File: src/rtl/rf_pkg.sv
// Register-file shared constants and address/data types.
package rf_pkg;

  localparam int unsigned RF_AW   = 5;
  localparam int unsigned RF_DW   = 32;
  localparam int unsigned RF_NREG = 32;
  localparam logic [RF_AW-1:0] RF_ZERO = 5'd0;

  typedef logic [RF_AW-1:0] rf_addr_t;
  typedef logic [RF_DW-1:0] rf_data_t;

endpackage

File: src/rtl/rr_arbiter.sv
// Round-robin arbiter: one-hot grant searched upward from ptr with wrap;
// ptr moves past the winner whenever the grant is taken.
module rr_arbiter #(
  parameter int unsigned N = 3
) (
  input  logic         clk,
  input  logic         rst_n,
  input  logic [N-1:0] req,
  input  logic         advance,
  output logic [N-1:0] gnt
);

  localparam int unsigned PW = $clog2(N);

  logic [PW-1:0] ptr_q, ptr_d;
  logic          found;

  always_comb begin
    gnt   = '0;
    found = 1'b0;
    for (int unsigned i = 0; i < N; i++) begin
      if (!found && req[PW'((32'(ptr_q) + i) % N)]) begin
        gnt[PW'((32'(ptr_q) + i) % N)] = 1'b1;
        found = 1'b1;
      end
    end
  end

  always_comb begin
    ptr_d = ptr_q;
    if (advance) begin
      for (int unsigned j = 0; j < N; j++) begin
        if (gnt[PW'(j)]) ptr_d = PW'((j + 1) % N);
      end
    end
  end

  always_ff @(posedge clk or negedge rst_n) begin
    if (!rst_n) ptr_q <= '0;
    else        ptr_q <= ptr_d;
  end

endmodule

File: src/rtl/rf_wb_arbiter.sv
// Register-file writeback arbiter: round-robin over NREQ requesters into one
// registered write port; writes to $zero are accepted but never performed.
// Optional combinational bypass of the landing write under RF_WB_ARB_FWD_EN.
module rf_wb_arbiter
  import rf_pkg::*;
#(
  parameter int unsigned NREQ = 3,
  parameter int unsigned AW   = RF_AW,
  parameter int unsigned DW   = RF_DW
) (
  input  logic              clk,
  input  logic              rst_n,
  input  logic [NREQ-1:0]   req_valid,
  output logic [NREQ-1:0]   req_ready,
  input  logic [NREQ*AW-1:0] req_addr,
  input  logic [NREQ*DW-1:0] req_data,
`ifdef RF_WB_ARB_FWD_EN
  input  logic [AW-1:0]     fwd_raddr1,
  input  logic [AW-1:0]     fwd_raddr2,
  output logic              fwd_hit1,
  output logic              fwd_hit2,
  output logic [DW-1:0]     fwd_data1,
  output logic [DW-1:0]     fwd_data2,
`endif
  output logic              rf_we,
  output logic [AW-1:0]     rf_waddr,
  output logic [DW-1:0]     rf_wdata
);

  localparam int unsigned PW = $clog2(NREQ);

  logic [NREQ-1:0] gnt;
  logic            xfer;
  logic [AW-1:0]   sel_addr;
  logic [DW-1:0]   sel_data;

  logic            rf_we_q, rf_we_d;
  logic [AW-1:0]   rf_waddr_q, rf_waddr_d;
  logic [DW-1:0]   rf_wdata_q, rf_wdata_d;

  rr_arbiter #(.N(NREQ)) u_rr (
    .clk     (clk),
    .rst_n   (rst_n),
    .req     (req_valid),
    .advance (xfer),
    .gnt     (gnt)
  );

  // The grant is only ever raised on a valid requester, so ready == grant.
  assign req_ready = gnt;
  assign xfer      = |gnt;

  always_comb begin
    sel_addr = '0;
    sel_data = '0;
    for (int unsigned i = 0; i < NREQ; i++) begin
      if (gnt[PW'(i)]) begin
        sel_addr = req_addr[i*AW +: AW];
        sel_data = req_data[i*DW +: DW];
      end
    end
  end

  always_comb begin
    rf_we_d    = 1'b0;
    rf_waddr_d = rf_waddr_q;
    rf_wdata_d = rf_wdata_q;
    if (xfer) begin
      rf_we_d    = (sel_addr != AW'(RF_ZERO));
      rf_waddr_d = sel_addr;
      rf_wdata_d = sel_data;
    end
  end

  always_ff @(posedge clk or negedge rst_n) begin
    if (!rst_n) begin
      rf_we_q    <= 1'b0;
      rf_waddr_q <= '0;
      rf_wdata_q <= '0;
    end else begin
      rf_we_q    <= rf_we_d;
      rf_waddr_q <= rf_waddr_d;
      rf_wdata_q <= rf_wdata_d;
    end
  end

  assign rf_we    = rf_we_q;
  assign rf_waddr = rf_waddr_q;
  assign rf_wdata = rf_wdata_q;

`ifdef RF_WB_ARB_FWD_EN
  // Bypass lets decode see the write landing this cycle.
  assign fwd_hit1  = rf_we_q && (fwd_raddr1 == rf_waddr_q) && (fwd_raddr1 != AW'(RF_ZERO));
  assign fwd_hit2  = rf_we_q && (fwd_raddr2 == rf_waddr_q) && (fwd_raddr2 != AW'(RF_ZERO));
  assign fwd_data1 = fwd_hit1 ? rf_wdata_q : '0;
  assign fwd_data2 = fwd_hit2 ? rf_wdata_q : '0;
`endif

endmodule
File: config.mk
export PLATFORM = sky130hd
export DESIGN_NAME = rf_wb_arbiter
export DESIGN_NICKNAME = d
export VERILOG_FILES = /design/src/rtl/rf_pkg.sv /design/src/rtl/rr_arbiter.sv /design/src/rtl/rf_wb_arbiter.sv
export SDC_FILE = /design/constraint.sdc
export NUM_CORES = 1
export LEC_CHECK = 0
export ABC_AREA = 1
export CORE_MARGIN = 2
export CORE_UTILIZATION = 40
export CTS_BUF_LIST = sky130_fd_sc_hd__clkbuf_4 sky130_fd_sc_hd__clkbuf_8
export DETAILED_ROUTE_END_ITERATION = 16
export GPL_TIMING_DRIVEN = 0
export HOLD_SLACK_MARGIN = 0.05
export PLACE_DENSITY = 0.88
export SYNTH_ARGS = -nofsm -noshare
export SYNTH_HDL_FRONTEND = slang
export SYNTH_SLANG_ARGS = --single-unit
File: constraint.sdc
create_clock -name clk -period 6.75 [get_ports clk]
set_clock_uncertainty 0.2 [all_clocks]
set_input_delay 1.35 -clock clk [delete_from_list [all_inputs] [get_ports clk]]
set_output_delay 1.35 -clock clk [all_outputs]
set_load 0.01 [all_outputs]
==> reports/qor.txt <==
status: finished clean
Mean Syn Cell Area: 7.11 um^2
Leak: 1.89 nW
Root Driver: clkbuf_8
clk sinks: 40
Crit path required time: 5.20 ns
critical path type: in -> out
Reg2Reg Depth: 14
Cells on Worst Hold Path: 2
Slew Limit Fails: 0
via count of the first global-routing pass: 2684
cells after synthesis: 337
post-route cell area: 4160 um^2
ant diodes: 0
Metal-1 WL: 3.05 mm
Setup crit end kind: output port
post-CTS sizing: 0
drt pass-1 iters: 4
synth warn: 0
Clock Pin Slew Worst Setup and Hold Paths: 0.07 ns
Critical Path Most Common Cell: clkdlybuf4s50_1
Max-Cap Viols: 0
final period utilization: 77.2%
area grow syn2layout: 73.6%
CP max FO: 10
Worst Setup EP: req_ready[2]
Final min period: 5.21 ns
clk buf depth: 2
CP max stage delay: 0.58 ns
Chip Height: 81.4 um
final hold vios: 0
CTS Buf Count: 5
Critical R2R Launch: u_rr.ptr_q[0]$_DFFE_PN0P_
Sum Neg Setup Slack: 0 ns
Starting Density: 41.0%
Slew HR: 67.9%
share of layout cells above drive strength 1: 7.97%
crit path from: req_valid[2]
Routed WL: 7.97 mm
Worst Tran Pin Value: 0.482 ns
first-pass GRT wire length: 12.1 mm
clk_lat worst skew: 0.28 ns
DR WL/cell: 13.8 um
antenna-violating nets left: 0
htree depth: 2
# fillers: 456
# IOs: 157
sequential share of the synthesized area: 41.8%
Power per Cell Area: 561 nW/um^2
flop2flop setup slack: 4.07 ns
hpwl dp: 6.22 mm
CP max-delay cell: clkdlybuf4s50_1
CTS tree: yes
Hold Buf Count CTS: 0
Yosys top cell by area: dfrtp_1
setup ws final: 1.54 ns
Seq cells post-synth: 40
cells along the critical path: clkdlybuf4s50_1 -> nand3_1 -> inv_1 -> a21oi_2 -> nand2_1 -> nor2_2 -> inv_2 -> nand2_4 -> buf_4 -> buf_2 -> clkdlybuf4s50_1
RSZ-0062 raised after global routing: false
DRC viols: 0
Port Buf Inserts: 156
Synth Cell Area: 2400 um^2
Die W: 81.4 um
Avg Vias per Cell: 4.96
Row Count: 28
Hold Path Class: reg -> reg
Max Clk Rate: 192 MHz
GR Util All Layers: 23.5%
die footprint: 6630 um^2
Place WS: 1.57 ns
Syn Nets: 457
crit path DAT: 3.66 ns
nets: 621
initial DRC count: 118
Peak VDD IR: 277 uV
DR vias: 2863
r2r endpoint: rf_wdata[9]$_DFFE_PN0P_
uppermost routed layer: met4
Synth top area share: 41.8%
largest net degree at the start of global routing: 41
gr ovfl total: 0
Area after DPL: 4070 um^2
final-report setup violation count: 0
Startpoint Class: primary input
post-CTS setup buffer count: 0
DR WL met3: 747 um
Final GP Congestion: 0.857
top post-synthesis cells by area: dfrtp_1 (42%), nand2_1 (26%), nand3_1 (8.4%)
wire length on met2: 4.05 mm
core area: 5850 um^2
Netlist cell types: 24
initial antenna violation count: 0
power by group:
part           internal, W  total, W  switching (W)
Sequential        0.000387  0.000451      0.0000637
Clock            0.0000816  0.000162      0.0000801
Combinational     0.000724   0.00172       0.000998
cell usage after synthesis:
master	count
nand2_1	166
dfrtp_1	40
nand3_1	40
nand4_1	18
inv_1	12
nor2_1	9
a31oi_1	6
buf_2	6
o21ai_0	6
inv_2	5
nor2_4	5
buf_6	4
ha_1	4
a21oi_1	2
buf_4	2
nand2_2	2
nand2_4	2
nor2_2	2
a21o_1	1
a21oi_2	1
buf_1	1
clkbuf_1	1
nand3_2	1
o22ai_1	1
worst max-delay path: cells and delay by family:
family / cells / cell delay, ns
simple gates: 4 / 0.49
buf+inv: 6 / 1.62
compound gates: 1 / 0.19
per-stage QoR:
step / instances / utilization [%] / power [W] / hold WS [ns]
final: 577 / 71.1 / 0.00233 / 0.291
after global routing: 577 / 71.1 / 0.00256 / 0.320
after CTS: 577 / 71.1 / 0.00236 / 0.291
after floorplan: 337 / - / 0.00154 / 0.313
after global placement: 568 / 69.2 / 0.00213 / 0.260
after detailed placement: 569 / 69.5 / 0.00219 / 0.273
how the worst min path moves through the flow:
stage                                         end  slack (ns)                    start
after CTS                 rf_waddr[0]$_DFFE_PN0P_        0.29  rf_waddr[0]$_DFFE_PN0P_
after global placement    rf_waddr[4]$_DFFE_PN0P_        0.26  rf_waddr[4]$_DFFE_PN0P_
after global routing      rf_waddr[4]$_DFFE_PN0P_        0.32  rf_waddr[4]$_DFFE_PN0P_
final                     rf_waddr[0]$_DFFE_PN0P_        0.29  rf_waddr[0]$_DFFE_PN0P_
after floorplan           rf_waddr[2]$_DFFE_PN0P_        0.31  rf_waddr[2]$_DFFE_PN0P_
after detailed placement  rf_waddr[0]$_DFFE_PN0P_        0.27  rf_waddr[0]$_DFFE_PN0P_
registers in the layout, indices dropped and copies added, names as in the netlist:
signal and cells:
rf_we 1, u_rr.ptr_q 2, rf_wdata 32, rf_waddr 5
placed cells by master, fill, tap and decap left out, types with 2 or more instances in the layout:
master,Yosys,final
nor2_2,2,2
buf_2,6,7
clkdlybuf4s50_1,0,155
nor2_1,9,9
nand4_1,18,18
nand2_2,2,2
o21ai_0,6,6
nand2_1,166,166
buf_6,4,4
nand2_4,2,2
clkbuf_8,0,6
buf_4,2,2
inv_1,12,12
nor2_4,5,5
dfrtp_1,40,40
a31oi_1,6,6
ha_1,4,4
nand3_1,40,40
a21oi_1,2,2
inv_2,5,5
clkinv_2,0,2
cell type report:
cell class	count	area, um^2	area share (%)
plain buffers	14	97.6	2.35
repair buffers	157	1580	37.9
multi-input cells	266	1230	29.7
well taps	75	93.8	2.26
flip-flops and latches	40	1000	24.1
inverters	17	63.8	1.53
clock inverters	2	10.0	0.241
clock buffers	6	82.6	1.99
kinds of logic after synthesis:
| family | count (synthesis) | synth area share (%) |
|---|---|---|
| adders and majority gates | 4 | 2.09 |
| buffers and inverters | 31 | 6.74 |
| and+or+nand+nor | 245 | 45.2 |
| AOI/OAI and AO/OA | 17 | 4.18 |
| DFF | 40 | 41.8 |
metal layers:
| layer | track usage (%) | up-vias |
|---|---|---|
| li1 | - | 1417 |
| met1 | 27.5 | 1294 |
| met2 | 42.0 | 139 |
| met3 | 6.22 | 13 |
| met4 | 7.12 | 0 |
| met5 | 0 | - |
Power figures use the tool's default switching activity.
